===== src/rtl/friscv_irq_conditioner.sv =====
`default_nettype none
// ============================================================================
//  Module   : friscv_irq_conditioner
//  Brief    : Glitch filter, level/edge event detector, pending/overrun
//             latch and saturating event counter for one synchronized IRQ.
//  Revision : 1.0
// ============================================================================
module friscv_irq_conditioner #(
    parameter int FILTER_CYCLES = 4,
    parameter int CNT_W         = 8
) (
    input  logic             aclk,
    input  logic             aresetn,
    input  logic             srst,
    input  logic             irq_i,
    input  logic             en,
    input  logic [1:0]       mode,
    input  logic             irq_ack_i,
    output logic             filtered_o,
    output logic             pending_o,
    output logic             missed_o,
    output logic [CNT_W-1:0] evt_cnt_o
);

    localparam int              c_CW   = $clog2(FILTER_CYCLES + 1);
    localparam logic [c_CW-1:0] c_LAST = c_CW'(FILTER_CYCLES - 1);
    localparam logic [1:0]      c_MODE_LEVEL = 2'b00;
    localparam logic [1:0]      c_MODE_RISE  = 2'b01;
    localparam logic [1:0]      c_MODE_FALL  = 2'b10;

    logic             r_f;
    logic [c_CW-1:0]  r_c;
    logic             r_pending;
    logic             r_missed;
    logic [CNT_W-1:0] r_cnt;

    logic             w_f_next;
    logic [c_CW-1:0]  w_c_next;
    logic             w_rise;
    logic             w_fall;
    logic             w_evt;
    logic             w_acc;
    logic             w_new;

    // Any sample equal to the filtered state restarts the run of differing samples.
    always_comb begin
        w_f_next = r_f;
        w_c_next = r_c;
        if (irq_i == r_f) begin
            w_c_next = '0;
        end else if (r_c == c_LAST) begin
            w_f_next = irq_i;
            w_c_next = '0;
        end else begin
            w_c_next = r_c + c_CW'(1);
        end
    end

    assign w_rise = ~r_f & w_f_next;
    assign w_fall = r_f & ~w_f_next;

    always_comb begin
        w_evt = 1'b0;
        case (mode)
            c_MODE_LEVEL: w_evt = w_f_next;
            c_MODE_RISE:  w_evt = w_rise;
            c_MODE_FALL:  w_evt = w_fall;
            default:      w_evt = w_rise | w_fall;
        endcase
    end

    assign w_acc = w_evt & en;
    // In level mode only the rising transition is a fresh event for count/overrun.
    assign w_new = (mode == c_MODE_LEVEL) ? (w_rise & en) : w_acc;

    always_ff @(posedge aclk or negedge aresetn) begin
        if (!aresetn) begin
            r_f       <= 1'b0;
            r_c       <= '0;
            r_pending <= 1'b0;
            r_missed  <= 1'b0;
            r_cnt     <= '0;
        end else if (srst) begin
            r_f       <= 1'b0;
            r_c       <= '0;
            r_pending <= 1'b0;
            r_missed  <= 1'b0;
            r_cnt     <= '0;
        end else begin
            r_f <= w_f_next;
            r_c <= w_c_next;

            if (w_acc) begin
                r_pending <= 1'b1;
            end else if (irq_ack_i) begin
                r_pending <= 1'b0;
            end

            if (w_new && r_pending && !irq_ack_i) begin
                r_missed <= 1'b1;
            end else if (irq_ack_i) begin
                r_missed <= 1'b0;
            end

            if (w_new && (r_cnt != {CNT_W{1'b1}})) begin
                r_cnt <= r_cnt + CNT_W'(1);
            end
        end
    end

    assign filtered_o = r_f;
    assign pending_o  = r_pending;
    assign missed_o   = r_missed;
    assign evt_cnt_o  = r_cnt;

endmodule
`default_nettype wire


===== config.mk =====
export PLATFORM = sky130hd
export DESIGN_NAME = friscv_irq_conditioner
export DESIGN_NICKNAME = d
export VERILOG_FILES = /design/src/rtl/friscv_irq_conditioner.sv
export SDC_FILE = /design/constraint.sdc
export NUM_CORES = 1
export LEC_CHECK = 0
export CORE_AREA = 2 2 49 51
export DETAILED_ROUTE_END_ITERATION = 10
export DIE_AREA = 0 0 51 53
export GPL_TIMING_DRIVEN = 0
export PLACE_DENSITY = 0.79
export SETUP_SLACK_MARGIN = 0.02
export SKIP_CTS_REPAIR_TIMING = 1
export SYNTH_ARGS = -nofsm -noshare
export SYNTH_HDL_FRONTEND = slang
export SYNTH_SLANG_ARGS = --single-unit

===== constraint.sdc =====
create_clock -name aclk -period 1.5 [get_ports aclk]
set_input_delay 0.3 -clock aclk [delete_from_list [all_inputs] [get_ports aclk]]
set_output_delay 0.3 -clock aclk [all_outputs]
set_load 0.05 [all_outputs]

==> out/metrics.cfg <==
[power]
p_total_mw=0.736
ir_drop_uv=387
leakagePower_nw=0.621
p_per_area_nw_per_um2=598

[floorplanning]
start_util_pct=41.7
io_pins=19
die_h_um=53
chipWidth_um=51
row_count=17
core_um2=2150
dieArea_um2=2700

[placement]
gp_congestion=0.801
port_buffers=17
hpwlAfterDp_mm=1.49

[run_status]
violations=setup timing
status=finished with violations

[grt]
grt_pass1_wl_mm=3.40
grt_pass1_vias=754
grt_start_max_net_pins=15
track_usage_pct=17.0
grt_antenna_before_repair=0
overflow=0

[run]
drv_cap=0

[sta]
setup_slack_ns=-0.0326
finalSetupTns_ns=-0.0655
tightestPinTransition_ns=0.627
rsz0062_at_grt=yes
drv_slew=0
min_period_over_period_pct=102
fin_crit_ns=1.53
setup_viol=3
fmax_mhz=652
finalHoldViolCount=0
max_slew_margin_pct=58.1
clock_skew_ns=0.00465

[clocking]
clock-sinks=14
clk_latency_ns=0.27
root_buffer=clkbuf_4
ctsHtreeMaxLevel=1
clkSlewWorstSetupHoldPaths_ns=0.09
cts_buffers=3
clockBufferDepth=2
cts_tree=yes

[final_layout]
final_util_pct=57.3
insertedDiodeCount=0
fin_nets=121
syn2layout_area_growth_pct=37.4
drive_above_1_share_pct=37.3

[route]
drt-pass1-iter-count=4
drt_first_iter_violations=13
drc_errors=0
via_per_inst=5.53
drt-total-wl_mm=2.13
vias=763
wl_per_cell_um=15.4
ant_nets=0

[yosys]
synthDistinctLibCells=36
synthCells=85
syn-cell-area_um2=896
yosysSeqAreaShare_pct=39.1
syn_avg_cell_area_um2=10.5
syn-num-nets=95
synth-seq-cells=14
yosysWarnings=0

[critical_path]
crit_type=flip-flop to flip-flop
rrSetupSlack_ns=-0.03
required_ns=1.68
startpoint=r_c[1]
critPathArrivalTime_ns=1.71
worst_setup_path_end_kind=flip-flop
r2r-start=r_c[1]
startpoint_type=flip-flop
crit_path_max_fanout=8

[min_path]
hold_class=input port to async pin

==> cell type report <==
| class | instances | area [um^2] |
|---|---|---|
| Buffer | 4 | 30.0 |
| Clock buffer | 4 | 36.3 |
| Fill cell | 181 | 917 |
| Inverter | 2 | 7.51 |
| Multi-Input combinational cell | 64 | 544 |
| Sequential cell | 14 | 360 |
| Tap cell | 28 | 35.0 |
| Timing Repair Buffer | 22 | 218 |
==> placed cells by master (no fill, tap or decap), types with 3 or more instances in the layout <==
master / Yosys / final
clkbuf_4: 0 / 3
buf_4: 0 / 5
nor3_1: 4 / 4
clkbuf_2: 0 / 3
nand2b_1: 4 / 3
a31oi_1: 6 / 6
nor2_1: 5 / 5
mux2i_1: 3 / 3
nand2_1: 4 / 4
dfrtp_2: 0 / 8
and3_1: 3 / 3
clkdlybuf4s50_1: 0 / 4
nor2b_4: 2 / 3
dfrtp_1: 14 / 6
dlymetal6s2s_1: 0 / 10
==> sequential cells by signal, summed over array words and instances (netlist names) <==
| register | count |
|---|---|
| missed_o | 1 |
| filtered_o | 1 |
| evt_cnt_o | 8 |
| pending_o | 1 |
| r_c | 3 |
==> logic make-up (layout without fill, tap and decap cells) <==
family,Yosys count,count (layout),synth area share [%]
buf+inv,7,32,4.75
simple gates,37,37,26.1
fa+ha+maj,2,2,2.79
compound gates,20,20,21.2
xor+xnor,1,1,0.978
flops,14,14,39.1
mux,4,4,5.03
==> path summary, 6_finish.rpt <==
check | to | cells after the start
max | evt_cnt_o[5] | 6
min | r_c[1] | 1
max reg2reg | evt_cnt_o[5] | 6
min reg2reg | r_c[0] | 1
max in group asynchronous | filtered_o | 1
min in group aclk | r_c[2] | 2
==> where the power goes <==
group	switching, mW	internal [mW]	leakage (nW)
Sequential	0.00162	0.380	0.181
Combinational	0.0449	0.0381	0.419
Clock	0.125	0.147	0.0210
==> per-layer routing <==
layer | vias up | routed length [um] | track usage [%]
met5 | - | 0 | 0
met1 | 376 | 875 | 20.0
met4 | 0 | 16 | 6.76
li1 | 370 | - | -
met2 | 15 | 1150 | 30.1
met3 | 2 | 92 | 3.39
==> cells in the mapped netlist (all sizes together) <==
cell type  instances  area share (%)
a211oi             2             2.8
a21boi             1            0.84
a22o               1             1.1
a22oi              1             1.4
a311oi             4             6.6
a31oi              6             4.2
a41oi              2             2.0
and2               3             2.4
and3               4             3.4
buf                3             3.1
clkbuf             2            0.84
dfrtp             14              39
ha                 2             2.8
inv                2            0.84
mux2               1             1.7
mux2i              3             3.4
nand2              5             2.9
nand2b             4             2.8
nand3              2             1.1
nor2               6             2.8
nor2b              5             5.2
nor3               4             2.2
nor4               2             1.4
nor4b              2             2.0
o2111ai            1            0.98
o21a               1            0.84
o21ai              1            0.56
xnor2              1            0.98
==> through the flow <==
stage	worst slack, ns	hold WS (ns)	cell area [um^2]	cells
finish	-0.0326	0.406	1230	138
detailed placement	-0.438	0.437	1120	130
CTS	-0.396	0.415	1160	134
global placement	-0.396	0.433	1120	130
global route	-0.0822	0.420	1230	138
floorplan	-0.0845	0.00441	917	85
==> worst max-delay path, stage by stage (launching register included) <==
cell and delay (ns):
dfrtp_1 0.38, ha_2 0.19, nor2b_4 0.12, buf_6 0.12
and2_4 0.18, and3_4 0.19, a311oi_2 0.25
No activity file was read; power rests on OpenSTA's default activity.
